**config.mk**
```make
export PLATFORM = sky130hd
export DESIGN_NAME = bullet_pool_manager_flat
export DESIGN_NICKNAME = d
export VERILOG_FILES = /design/src/rtl/bullet_pkg.sv /design/src/rtl/bullet_pool_manager_if.sv /design/src/rtl/bullet_box_hit.sv /design/src/rtl/bullet_pool_manager.sv /design/src/flat_wrapper.sv
export SDC_FILE = /design/constraint.sdc
export NUM_CORES = 1
export LEC_CHECK = 0
export CAP_MARGIN = 20
export CORE_MARGIN = 2
export CORE_UTILIZATION = 32
export DETAILED_ROUTE_END_ITERATION = 8
export GPL_ROUTABILITY_DRIVEN = 0
export PLACE_DENSITY = 0.54
export SYNTH_ARGS = -nofsm -noshare
export SYNTH_HDL_FRONTEND = slang
export SYNTH_SLANG_ARGS = --single-unit
export TNS_END_PERCENT = 50
```
**constraint.sdc**
```tcl
create_clock -name clk -period 3.3 [get_ports clk]
set_input_delay 0.495 -clock clk [delete_from_list [all_inputs] [get_ports clk]]
set_output_delay 0.495 -clock clk [all_outputs]
set_load 0.005 [all_outputs]
```
**src/rtl/bullet_pkg.sv**
```systemverilog
// Shared definitions for the player-bullet pool: coordinate width, screen
// geometry, RGB332 colour constants and the per-slot state record.
package bullet_pkg;

  localparam int COORD_W  = 11;
  localparam int SCREEN_W = 640;
  localparam int SCREEN_H = 480;

  localparam logic [7:0] RGB_BLACK  = 8'h00;
  localparam logic [7:0] RGB_YELLOW = 8'hFC;

  typedef struct packed {
    logic               valid;
    logic [COORD_W-1:0] x;
    logic [COORD_W-1:0] y;
  } bullet_t;

endpackage

```
**src/rtl/bullet_pool_manager_if.sv**
```systemverilog
// Fire-request handshake between the player logic (master) and the bullet
// pool (slave).
//   fireReq  master->slave  level request, held until fireAck
//   fireX    master->slave  spawn column (bullet left edge)
//   fireY    master->slave  spawn row (bullet top edge)
//   fireAck  slave->master  one-cycle pulse: request accepted
interface bullet_pool_manager_if;
  import bullet_pkg::*;

  logic               fireReq;
  logic [COORD_W-1:0] fireX;
  logic [COORD_W-1:0] fireY;
  logic               fireAck;

  modport master (output fireReq, output fireX, output fireY, input fireAck);
  modport slave  (input fireReq, input fireX, input fireY, output fireAck);

endinterface

```
**src/rtl/bullet_box_hit.sv**
```systemverilog
// Combinational box test: does the current pixel fall inside one bullet slot.
//   slot     in   slot state {valid, x, y}
//   pixel_x  in   current pixel column
//   pixel_y  in   current pixel row
//   hit      out  slot is valid and covers the pixel
// Bounds are formed one bit wider than the coordinates so a bullet near
// 2047 does not wrap its right/bottom edge back to zero.
module bullet_box_hit
  import bullet_pkg::*;
#(
  parameter int BULLET_W = 4,
  parameter int BULLET_H = 8
) (
  input  bullet_t            slot,
  input  logic [COORD_W-1:0] pixel_x,
  input  logic [COORD_W-1:0] pixel_y,
  output logic               hit
);

  localparam logic [COORD_W:0] W_EXT = (COORD_W+1)'(BULLET_W);
  localparam logic [COORD_W:0] H_EXT = (COORD_W+1)'(BULLET_H);

  logic [COORD_W:0] x_lo, x_hi, y_lo, y_hi, px, py;

  always_comb begin
    x_lo = {1'b0, slot.x};
    y_lo = {1'b0, slot.y};
    x_hi = x_lo + W_EXT;
    y_hi = y_lo + H_EXT;
    px   = {1'b0, pixel_x};
    py   = {1'b0, pixel_y};
    hit  = slot.valid && (px >= x_lo) && (px < x_hi) && (py >= y_lo) && (py < y_hi);
  end

endmodule

```
**src/rtl/bullet_pool_manager.sv**
```systemverilog
// Player bullet pool: spawns bullets on fire requests, moves them up once per
// frame, retires them at the screen top or on collision, and produces the
// per-pixel bullet layer for the objects mux.
//   clk                      in   system clock
//   reset                    in   synchronous active-high reset
//   startOfFrame             in   one-cycle pulse per frame
//   pixelX, pixelY           in   current pixel
//   fire                     slave side of the fire handshake
//   collisionHit             in   bullet/enemy overlap, aligned with the draw request
//   anyBulletDrawingRequest  out  some live bullet covers the pixel (1-cycle latency)
//   bulletRGB                out  BULLET_COLOR while the request is high, else 0
//   activeCount              out  number of live slots (registered)
module bullet_pool_manager
  import bullet_pkg::*;
#(
  parameter int         NUM_BULLETS     = 8,
  parameter int         BULLET_W        = 4,
  parameter int         BULLET_H        = 8,
  parameter int         SPEED           = 4,
  parameter int         COOLDOWN_FRAMES = 8,
  parameter logic [7:0] BULLET_COLOR    = RGB_YELLOW
) (
  input  logic               clk,
  input  logic               reset,
  input  logic               startOfFrame,
  input  logic [COORD_W-1:0] pixelX,
  input  logic [COORD_W-1:0] pixelY,
  bullet_pool_manager_if.slave fire,
  input  logic               collisionHit,
  output logic               anyBulletDrawingRequest,
  output logic [7:0]         bulletRGB,
  output logic [4:0]         activeCount
);

  localparam int IDX_W = (NUM_BULLETS > 1) ? $clog2(NUM_BULLETS) : 1;
  localparam int CD_W  = (COOLDOWN_FRAMES > 0) ? $clog2(COOLDOWN_FRAMES + 1) : 1;
  localparam logic [CD_W-1:0]    CD_LOAD = CD_W'(COOLDOWN_FRAMES);
  localparam logic [COORD_W-1:0] SPEED_C = COORD_W'(SPEED);

  function automatic logic [CD_W-1:0] sat_dec(input logic [CD_W-1:0] c);
    return (c == '0) ? c : c - 1'b1;
  endfunction

  function automatic logic [4:0] count_valid(input logic [NUM_BULLETS-1:0] v);
    logic [4:0] n;
    n = '0;
    for (int i = 0; i < NUM_BULLETS; i++) n = n + {4'b0, v[i]};
    return n;
  endfunction

  bullet_t                slot_q [NUM_BULLETS];
  bullet_t                slot_d [NUM_BULLETS];
  logic [NUM_BULLETS-1:0] valid_vec;
  logic [NUM_BULLETS-1:0] hit_vec;
  logic [CD_W-1:0]        cooldown_q;
  logic                   free_found;
  logic [IDX_W-1:0]       free_idx;
  logic [IDX_W-1:0]       hit_idx;
  logic                   fire_accept;
  logic                   collide;
  logic                   any_hit_p1;
  logic [IDX_W-1:0]       hit_idx_p1;
  logic [7:0]             rgb_p1;
  logic                   fire_ack_q;
  logic [4:0]             active_q;

  for (genvar g = 0; g < NUM_BULLETS; g++) begin : g_hit
    bullet_box_hit #(
      .BULLET_W (BULLET_W),
      .BULLET_H (BULLET_H)
    ) u_hit (
      .slot    (slot_q[g]),
      .pixel_x (pixelX),
      .pixel_y (pixelY),
      .hit     (hit_vec[g])
    );
  end

  // Lowest-index free slot and lowest-index hitting slot.
  always_comb begin
    free_found = 1'b0;
    free_idx   = '0;
    hit_idx    = '0;
    for (int i = NUM_BULLETS - 1; i >= 0; i--) begin
      valid_vec[i] = slot_q[i].valid;
      if (!slot_q[i].valid) begin
        free_found = 1'b1;
        free_idx   = IDX_W'(i);
      end
      if (hit_vec[i]) hit_idx = IDX_W'(i);
    end
  end

  assign fire_accept = fire.fireReq && !startOfFrame && (cooldown_q == '0) && free_found;
  assign collide     = collisionHit && any_hit_p1;

  // Allocation only ever targets a slot that was invalid at cycle start, so
  // it never collides with a move/free on the same slot; a slot freed this
  // cycle becomes allocatable next cycle.
  always_comb begin
    for (int i = 0; i < NUM_BULLETS; i++) begin
      slot_d[i] = slot_q[i];
      if (startOfFrame && slot_q[i].valid) begin
        if (slot_q[i].y >= SPEED_C) slot_d[i].y = slot_q[i].y - SPEED_C;
        else                        slot_d[i].valid = 1'b0;
      end
      if (collide && (hit_idx_p1 == IDX_W'(i))) slot_d[i].valid = 1'b0;
      if (fire_accept && (free_idx == IDX_W'(i))) slot_d[i] = {1'b1, fire.fireX, fire.fireY};
    end
  end

  // ---- stage p1: slot update, draw request, hit index, counters ----
  always_ff @(posedge clk) begin
    for (int i = 0; i < NUM_BULLETS; i++) begin
      slot_q[i].x <= slot_d[i].x;
      slot_q[i].y <= slot_d[i].y;
    end
    hit_idx_p1 <= hit_idx;
    if (reset) begin
      for (int i = 0; i < NUM_BULLETS; i++) slot_q[i].valid <= 1'b0;
      cooldown_q <= '0;
      fire_ack_q <= 1'b0;
      any_hit_p1 <= 1'b0;
      rgb_p1     <= RGB_BLACK;
      active_q   <= '0;
    end else begin
      for (int i = 0; i < NUM_BULLETS; i++) slot_q[i].valid <= slot_d[i].valid;
      if (fire_accept)       cooldown_q <= CD_LOAD;
      else if (startOfFrame) cooldown_q <= sat_dec(cooldown_q);
      fire_ack_q <= fire_accept;
      any_hit_p1 <= |hit_vec;
      rgb_p1     <= (|hit_vec) ? BULLET_COLOR : RGB_BLACK;
      active_q   <= count_valid(valid_vec);
    end
  end

  assign fire.fireAck            = fire_ack_q;
  assign anyBulletDrawingRequest = any_hit_p1;
  assign bulletRGB               = rgb_p1;
  assign activeCount             = active_q;

endmodule
```
**src/flat_wrapper.sv**
```systemverilog
// flat-port wrapper written by rule: the top's interface ports become plain ports
module bullet_pool_manager_flat import bullet_pkg::*;
#(
  parameter int         NUM_BULLETS     = 8,
  parameter int         BULLET_W        = 4,
  parameter int         BULLET_H        = 8,
  parameter int         SPEED           = 4,
  parameter int         COOLDOWN_FRAMES = 8,
  parameter logic [7:0] BULLET_COLOR    = RGB_YELLOW
)
  (clk, reset, startOfFrame, pixelX, pixelY, collisionHit, anyBulletDrawingRequest, bulletRGB, activeCount, fire_fireReq, fire_fireX, fire_fireY, fire_fireAck);
  bullet_pool_manager_if fire_i ();
  input  logic clk;
  input  logic reset;
  input  logic startOfFrame;
  input  logic [COORD_W-1:0] pixelX;
  input  logic [COORD_W-1:0] pixelY;
  input  logic collisionHit;
  output logic anyBulletDrawingRequest;
  output logic [7:0] bulletRGB;
  output logic [4:0] activeCount;
  input wire logic [$bits(fire_i.fireReq)-1:0] fire_fireReq;
  input wire logic [$bits(fire_i.fireX)-1:0] fire_fireX;
  input wire logic [$bits(fire_i.fireY)-1:0] fire_fireY;
  output wire logic [$bits(fire_i.fireAck)-1:0] fire_fireAck;
  assign fire_i.fireReq = fire_fireReq;
  assign fire_i.fireX = fire_fireX;
  assign fire_i.fireY = fire_fireY;
  assign fire_fireAck = fire_i.fireAck;
  bullet_pool_manager #(.NUM_BULLETS(NUM_BULLETS), .BULLET_W(BULLET_W), .BULLET_H(BULLET_H), .SPEED(SPEED), .COOLDOWN_FRAMES(COOLDOWN_FRAMES), .BULLET_COLOR(BULLET_COLOR)) u_core (.clk(clk), .reset(reset), .startOfFrame(startOfFrame), .pixelX(pixelX), .pixelY(pixelY), .fire(fire_i), .collisionHit(collisionHit), .anyBulletDrawingRequest(anyBulletDrawingRequest), .bulletRGB(bulletRGB), .activeCount(activeCount));
endmodule
```
---- Word level (Yosys, flattened, before mapping) ----
Memory sizes are Yosys's and may differ from the RTL's.
Index checks and enable logic that the tools add are counted.
storage, ports and cells
  word-level logic and storage cells ...... 263
  flip-flop bits (word level) ............. 22
  memories ................................ 1
  bits in writable memories ............... 184
memory list
  name           depth  bits a word  rd ports  clocked after Yosys merged registers in  write ports  RTL line                   source
  u_core.slot_q  8      23           8         0                                        8            bullet_pool_manager.sv:51  bullet_t slot_q [NUM_BULLETS];
cells by class
  eq/ne operators ......................... 15
  reductions and logical operators ........ 71
  $add $sub $neg .......................... 32
  bitwise gates (word level) .............. 9
  multiplexer cells ....................... 86
  $lt $le $gt $ge ......................... 40
operator list
  cell                     number
  $lt A11 B12 Y1           16
  $mux W23                 8
  $ge A11 B11 Y1           16
  $mux W11                 16
  $add A11 B3 Y12 const B  8
  $add A11 B4 Y12 const B  8
  $ge A11 B3 Y1 const B    8
  $sub A11 B3 Y11 const B  8
  $logic_and A1 B1 Y1      60
  $mux W1                  44
  $mux W3                  12
  $add A5 B1 Y5            6
  $eq A3 B3 Y1 const B     8
  $eq A3 B2 Y1 const B     4
  $mux W4                  3
  $mux W8                  1
  $or A1 B1 Y1             8
  $reduce_or A8 Y1         1
  $eq A3 B1 Y1 const B     2
  $logic_not A3 Y1         2
  $logic_not A4 Y1         1
  $mux W2                  2
  $reduce_and A2 Y1        2
  $reduce_or A2 Y1         2
  7 further kinds          7

---- Longest topological paths before layout ----
Gate-level depths: netlist (run 1).
An unclocked memory read counts as a cell.
  word-level depth ........................ 13
  gate-level depth with buffers ........... 14
  mapped depth without buffers ............ 13

---- Modules after synthesis ----
A second synthesis (run 1) with hierarchy kept.
unflattened totals
  cells, all modules ...................... 1944
  area total of the unflattened synthesis .. 18306.3 um^2
modules (own cells, without submodules)
  module                                      area each (um^2)  instances  cells each
  bullet_pool_manager                         8743.4            1          680
  bullet_box_hit (u_core.g_hit[3].u_hit ...)  1209.9            3          164
  bullet_box_hit (u_core.g_hit[0].u_hit ...)  1192.4            2          155
  bullet_box_hit (u_core.g_hit[7].u_hit)      1192.4            1          153
  bullet_box_hit (u_core.g_hit[6].u_hit)      1191.1            1          153
  bullet_box_hit (u_core.g_hit[2].u_hit)      1164.9            1          156

---- Worst setup path before layout (run 1) ----
Ideal clock, no wire load.
  path kind ............................... reg-to-reg
  start ................................... memory u_core.slot_q[0][166] (netlist bit)
  end ..................................... register u_core.hit_idx_p1[1]
  slack ................................... 0.312 ns
  arrival ................................. 2.931 ns
  cell stages (with the launch flop) ...... 14
  period minus slack after synthesis ...... 2.988 ns
  setup time .............................. 0.058 ns
  cells stage by stage .................... edfxtp_1 -> buf_4 -> inv_4 -> nor3_1 -> and3_1 -> nand3_1 -> xnor2_1 -> ha_1 -> a21oi_1 -> a21oi_1 -> or4_1 -> or4_1 -> a211oi_2 -> o21a_1
RTL lines
  what                    RTL line                    source
  start: declaration      bullet_pool_manager.sv:51
  end signal: assignment  bullet_pool_manager.sv:118  hit_idx_p1 <= hit_idx;
  end: declaration        bullet_pool_manager.sv:62   logic [IDX_W-1:0] hit_idx_p1;

==> flow_summary.json, run 1 <==
{
  "synthFlopType": "edfxtp_1",
  "htree_num_levels": 4,
  "wl_per_cell_um": 19.31,
  "vdd_drop_max_v": 0.0003922,
  "min_path_type": "reg -> reg",
  "tightest_slew_ns": 0.8775,
  "top_layer": "met4",
  "clock-sinks": 197,
  "reg2reg_from": "u_core.slot_q[0][174]$_DFFE_PP_",
  "min_to": "u_core.cooldown_q[2]$_SDFFE_PP0P_",
  "cp_max_fo": 5,
  "skew_ns": 0.01504,
  "yosysTopAreaCellShare_pct": 29.47,
  "crit_path_frequent_cell": "or4_1",
  "fin_ws_ns": 0.1396,
  "fmax_ghz": 0.3164,
  "initial_core_util_pct": 32.49,
  "cp.depth": 13,
  "worstSetupStartpointType": "flop",
  "crit_path_end_kind": "flop",
  "wl_met1_um": 25540,
  "hold_buffers": 0,
  "antenna_found_initial": 1,
  "grt_pass1_wl_um": 82560,
  "regToRegSetupSlack_ns": 0.14,
  "fin_crit_sh_pct": 95.77,
  "root_buffer": "clkbuf_16",
  "max-slew-margin-rel_pct": 41.32,
  "dieWidth_um": 240.7,
  "grt_usage_pct": 18.71,
  "clkSlewWorstSetupHoldPaths_ns": 0.08,
  "ioPinCount": 64,
  "status": "completed",
  "num_antenna_cells": 0,
  "ys_top_cells_by_count": "364 x ha_1, 198 x inv_1, 176 x edfxtp_1, 158 x xnor2_1, 132 x a21oi_1",
  "wl_met3_um": 1964,
  "syn_to_final_growth_pct": 16.12,
  "leakagePower_uw": 0.008545,
  "cts_max_path_buffers": 2,
  "r2r-end": "u_core.hit_idx_p1[1]$_SDFF_PP0_",
  "synth_cell_types": 82,
  "crit_required_ns": 3.72,
  "netlist_top_cells_area": "edfxtp_1 29%, ha_1 25%, xnor2_1 7.7%",
  "postPlaceCellArea_mm2": 0.02012,
  "numCtsBuffers": 17,
  "whs_path_depth": 2,
  "drc": 0,
  "hold_start": "u_core.cooldown_q[2]$_SDFFE_PP0P_",
  "postCtsSetupBuffers": 0,
  "path_cells": "ha_2 -> and3_1 -> nand2_1 -> nor2_1 -> xnor2_1 -> ha_1 -> a21o_1 -> a21oi_1 -> o22ai_1 -> or4_1 -> or4_1 -> a211oi_2 -> o21a_1",
  "finalHoldViolations": 0,
  "port_buffers": 60,
  "worstSetupPathType": "reg -> reg",
  "yosys.cell_count.top_type": "ha_1",
  "p_per_area_mw_per_mm2": 334.9,
  "synth-seq-area-share_pct": 31.81,
  "async_flop_share_pct": 0,
  "synth.largest_area_cell": "edfxtp_1",
  "die_h_um": 240.7,
  "placementRows": 86,
  "mappedNetlistArea_mm2": 0.01793,
  "fin_util_pct": 37.73,
  "synth_edf_count": 176,
  "maxCapViolCount": 0,
  "rsz0062_at_grt": "yes",
  "routed_via_density": 5.185,
  "r2r_cells": 13,
  "startpoint": "u_core.slot_q[0][174]$_DFFE_PP_",
  "place_ws_ns": -0.1854,
  "met2_length_um": 25420,
  "critPathTopFamily": "simple AND/OR/NAND/NOR gates",
  "dp.final_hpwl_um": 40420,
  "syn_area_per_cell_um2": 9.459,
  "placed_cells": 2746,
  "crit_buf_inv": 0,
  "cpPeakStageDelay_ns": 0.56,
  "grt-ovfl-total": 0,
  "final_area_mm2": 0.02083,
  "worstPathArrival_ns": 3.58,
  "nNetsFinal": 2434,
  "core_mm2": 0.05520,
  "layoutNonFillerInstCount": 2778,
  "slew_viol_final": 0,
  "grt_pass1_vias": 14320,
  "postRouteAntennaNets": 0,
  "clk-insertion-delay-late_ns": 0.47,
  "yosys_warnings": 0,
  "cp_slowest_cell": "or4_1",
  "grt_max_degree": 28,
  "drtPass1Iterations": 5,
  "drive_gt1_share_pct": 7.931,
  "drt_iter0_markers": 946,
  "setup_violations": 0,
  "fin_crit_ns": 3.160,
  "num_vias": 14400,
  "ys_ff_latch": 197,
  "drt-total-wl_um": 53660,
  "cts_tree": "done",
  "syn_inst": 1896,
  "dieArea_mm2": 0.05795
}
worst max path at each step:
stage	end	slack, ns
final	u_core.hit_idx_p1[1]$_SDFF_PP0_	0.14
after detailed placement	u_core.hit_idx_p1[2]$_SDFF_PP0_	-0.19
after global routing	u_core.hit_idx_p1[2]$_SDFF_PP0_	-0.05
after CTS	u_core.hit_idx_p1[2]$_SDFF_PP0_	0.04
after floorplan	u_core.hit_idx_p1[1]$_SDFF_PP0_	0.31
after global placement	u_core.bulletRGB[6]$_SDFF_PP0_	-0.08
timing repair:
action / CTS / global route
gates resized for setup: 0 / 12
setup endpoints to repair: 0 / 4
endpoints found under the hold margin: 0 / 0
flip-flops by register name, indices dropped and copies added, names as in the netlist:
| name | flops |
|---|---|
| u_core.bulletRGB | 1 |
| u_core.cooldown_q | 4 |
| u_core.fire.fireAck | 1 |
| u_core.hit_idx_p1 | 3 |
| u_core.activeCount | 4 |
| u_core.slot_q | 184 |
layout make-up:
cell class,count,area [um2]
clock buffers,17,425.4
fillers,5474,34380
clock inverters,15,216.5
inverters,212,798.3
multi-input cells,1442,11260
flip-flops and latches,197,5705
well taps,748,935.9
repair buffers,147,1479
cell usage in the layout (no fill, tap or decap), drive strengths merged, types with 4 or more instances in the layout:
cell type      count
or4                4
nand3             99
inv              216
nor3b              4
and4               7
ha               364
xnor2            158
dfxtp             21
nand3b             4
o21ai             99
o21a              11
nor2b             21
a211o              4
o2111ai           15
buf               87
o311ai             7
a31oi             15
clkdlybuf4s50     60
a41oi              4
nor3              37
a211oi            26
nand4             35
and3              16
nor4              25
a2111oi            6
edfxtp           176
or3                9
a21oi            133
a21boi             9
clkbuf            17
o211ai            18
nor2             103
a21o              28
fa                 4
clkinv             5
a221oi             6
o31ai              8
bufinv             4
nand2b            28
nand2            104
cell families after synthesis:
family	share of synthesized area, %
buf+inv	5.742
other cells	0.02091
flops	31.81
simple gates	14.28
fa+ha+maj	25.84
mux	0.05582
xor+xnor	7.765
compound gates	14.48
report_power, final:
group          switching (uW)  total (uW)  leakage (uW)  internal [uW]
Combinational             956        1660       0.00640            706
Sequential               96.8        2950       0.00184           2850
Clock                    1070        2370      0.000307           1290
Total                    2130        6970       0.00855           4850
worst reg2reg max path, cell delays in order, from the launching register on:
cell	delay, ns
edfxtp_1	0.46
ha_2	0.23
and3_1	0.20
nand2_1	0.11
nor2_1	0.06
xnor2_1	0.13
ha_1	0.19
a21o_1	0.17
a21oi_1	0.16
o22ai_1	0.08
or4_1	0.44
or4_1	0.56
a211oi_2	0.19
o21a_1	0.13
metrics by stage:
step | hold slack [ns] | total power (uW) | TNS [ns]
6_report | 0.4965 | 6974 | 0
5_1_grt | 0.5482 | 7339 | -0.06382
4_1_cts | 0.5007 | 7042 | 0
3_5_place_dp | 0.4830 | 4654 | -0.6152
3_3_place_gp | 0.4696 | 4605 | -0.2227
2_1_floorplan | 0.4526 | 3948 | 0
routing by layer:
metal / GRT usage (%) / vias to the layer above
li1: - / 7149
met1: 25.11 / 6927
met2: 32.00 / 286
met3: 2.562 / 41
met4: 4.003 / 0
met5: 0 / -
Power figures use the tool's default switching activity.
==> run 2: changes to the inputs <==
Settings changed: CTS_CLUSTER_DIAMETER set to 40.
==> results of run 2 <==
The final DEF is identical to that of run 1; final timing and power are the same.
==> run 3: changes to the inputs <==
Settings changed: CORE_UTILIZATION 32 to 35, PLACE_DENSITY 0.54 to 0.58, SKIP_LAST_GASP set to 1.
==> run 3 against run 2 <==
Die area decreased by 8.4%. Via count increased by 0.87%. Highest routed layer unchanged. Critical endpoint unchanged. Fmax decreased by 1.0%. Sequential power about the same. Sequential cell count unchanged. Non-clock buffer count decreased by 2.
==> flow_summary.json, run 3 (synthesized netlist as in run 1, its figures left out) <==
{
  "grt_pass1_wl_um": 81210,
  "tightest_slew_ns": 0.9300,
  "cpPeakStageDelay_ns": 0.56,
  "reg2reg_from": "u_core.slot_q[0][174]$_DFFE_PP_",
  "regMostFlops": "u_core.slot_q",
  "leakagePower_uw": 0.008456,
  "dieArea_mm2": 0.05307,
  "dp.final_hpwl_um": 39720,
  "min_path_type": "reg -> reg",
  "layout_common_cells": "363 x ha_1, 198 x inv_1, 176 x edfxtp_1, 158 x xnor2_1, 132 x a21oi_1",
  "final_area_mm2": 0.02052,
  "worstSetupPathType": "reg -> reg",
  "skew_ns": 0.01265,
  "nNetsFinal": 2432,
  "rsz0062_at_grt": "yes",
  "drtPass1Iterations": 5,
  "worstSetupStartpointType": "flop",
  "ioPinCount": 64,
  "drc": 0,
  "finalSetupTns_ns": 0,
  "r2r_cells": 13,
  "layoutNonFillerInstCount": 2700,
  "max-slew-margin-rel_pct": 37.81,
  "num_antenna_cells": 0,
  "fin_util_pct": 40.73,
  "postRouteAntennaNets": 0,
  "wl_per_cell_um": 19.30,
  "root_buffer": "clkbuf_16",
  "cts_tree": "done",
  "clkSlewWorstSetupHoldPaths_ns": 0.08,
  "cp_max_fo": 5,
  "die_h_um": 230.4,
  "htree_num_levels": 4,
  "port_buffers": 60,
  "crit_required_ns": 3.72,
  "finalHoldViolations": 0,
  "postPlaceCellArea_mm2": 0.01991,
  "critPathTopFamily": "simple AND/OR/NAND/NOR gates",
  "syn_to_final_growth_pct": 14.41,
  "clock-sinks": 197,
  "drive_gt1_share_pct": 7.742,
  "largest_reg_flops": 184,
  "final_common_cell": "ha_1",
  "placed_cells": 2666,
  "clk-insertion-delay-late_ns": 0.48,
  "routed_via_density": 5.381,
  "grt-ovfl-total": 0,
  "drt_iter0_markers": 987,
  "crit_buf_inv": 0,
  "grt_max_degree": 28,
  "grt_pass1_vias": 14310,
  "drt-total-wl_um": 52100,
  "r2r-end": "u_core.hit_idx_p1[1]$_SDFF_PP0_",
  "numCtsBuffers": 17,
  "fin_crit_sh_pct": 96.76,
  "crit_path_end_kind": "flop",
  "slew_viol_final": 0,
  "maxCapViolCount": 0,
  "hold_buffers": 0,
  "regToRegSetupSlack_ns": 0.11,
  "fin_crit_ns": 3.193,
  "worstPathArrival_ns": 3.61,
  "cp_slowest_cell": "or4_1",
  "num_vias": 14530,
  "hold_start": "u_core.cooldown_q[2]$_SDFFE_PP0P_",
  "whs_path_depth": 2,
  "initial_core_util_pct": 35.60,
  "cts_max_path_buffers": 2,
  "grt_usage_pct": 19.78,
  "whs_ns": 0.5023,
  "dieWidth_um": 230.4,
  "vdd_drop_max_v": 0.0003651,
  "path_cells": "ha_2 -> and3_1 -> nand2_1 -> nor2_1 -> xnor2_1 -> ha_1 -> a21o_1 -> a21oi_1 -> o22ai_1 -> or4_1 -> or4_1 -> a211oi_2 -> o21a_1",
  "crit_path_frequent_cell": "or4_1",
  "min_to": "u_core.cooldown_q[2]$_SDFFE_PP0P_",
  "placementRows": 82,
  "setup_violations": 0,
  "antenna_found_initial": 0,
  "fmax_ghz": 0.3132,
  "status": "completed",
  "core_mm2": 0.05038,
  "p_per_area_mw_per_mm2": 321.7
}
## run 3: cell count changes in the layout (fill, tap and decap cells not counted), moves of 2 or more
cell	before	now
buf_12	18	11
buf_4	69	74
bufinv_16	4	0
clkinv_2	0	3
inv_6	5	3
inv_8	1	3
nor3_2	3	5
## run 3: worst register-to-register path: cells and delay by family (launching register included)
kind / cells / cell delay (ns)
AO/OA/AOI/OAI: 5 / 0.73
XOR/XNOR: 1 / 0.14
adder cells (fa/ha/maj): 2 / 0.42
flip-flops: 1 / 0.48
AND/OR/NAND/NOR: 5 / 1.37
## run 3: cell type report
type / instances / area [um2]
Fill cell: 4949 / 29860
Inverter: 212 / 798.3
Clock inverter: 15 / 123.9
Tap cell: 672 / 840.8
Timing Repair Buffer: 145 / 1376
Sequential cell: 197 / 5705
Multi-Input combinational cell: 1442 / 11250
Clock buffer: 17 / 425.4
## run 3: power breakdown
part	internal, uW	total [uW]	switching [uW]
sequential	2850	2960	107
combinational	668	1580	913
clock	985	2060	1080
## run 3: what timing repair did
action	in CTS	in global routing
setup endpoints to repair	0	4
gates resized for setup	0	8
buffers inserted	0	2
## run 3: how the worst max path moves through the flow
stage	from	end	slack, ns	cells past startpoint
floorplan	u_core.slot_q[0][166]$_DFFE_PP_	u_core.hit_idx_p1[1]$_SDFF_PP0_	0.31	13
global placement	pixelY[4]	u_core.hit_idx_p1[1]$_SDFF_PP0_	-0.07	12
detailed placement	pixelX[0]	u_core.hit_idx_p1[0]$_SDFF_PP0_	-0.1	12
CTS	u_core.slot_q[0][174]$_DFFE_PP_	u_core.hit_idx_p1[1]$_SDFF_PP0_	0.1	13
global route	u_core.slot_q[0][174]$_DFFE_PP_	u_core.hit_idx_p1[1]$_SDFF_PP0_	-0.05	13
finish	u_core.slot_q[0][174]$_DFFE_PP_	u_core.hit_idx_p1[1]$_SDFF_PP0_	0.11	13
## run 3: routing by layer
layer  part of all wire (%)  vias up  track usage [%]
met4                    2.5        0            6.210
met2                     47      336            33.20
li1                       -     7140                -
met3                    4.5       69            2.483
met5                      0        -                0
met1                     46     6984            26.43
## run 3: per-stage QoR
stage	power, uW	setup WS [ns]
CTS	6642	0.09505
global placement	4527	-0.07438
global route	6949	-0.04587
floorplan	3948	0.3119
detailed placement	4579	-0.09577
finish	6600	0.1068
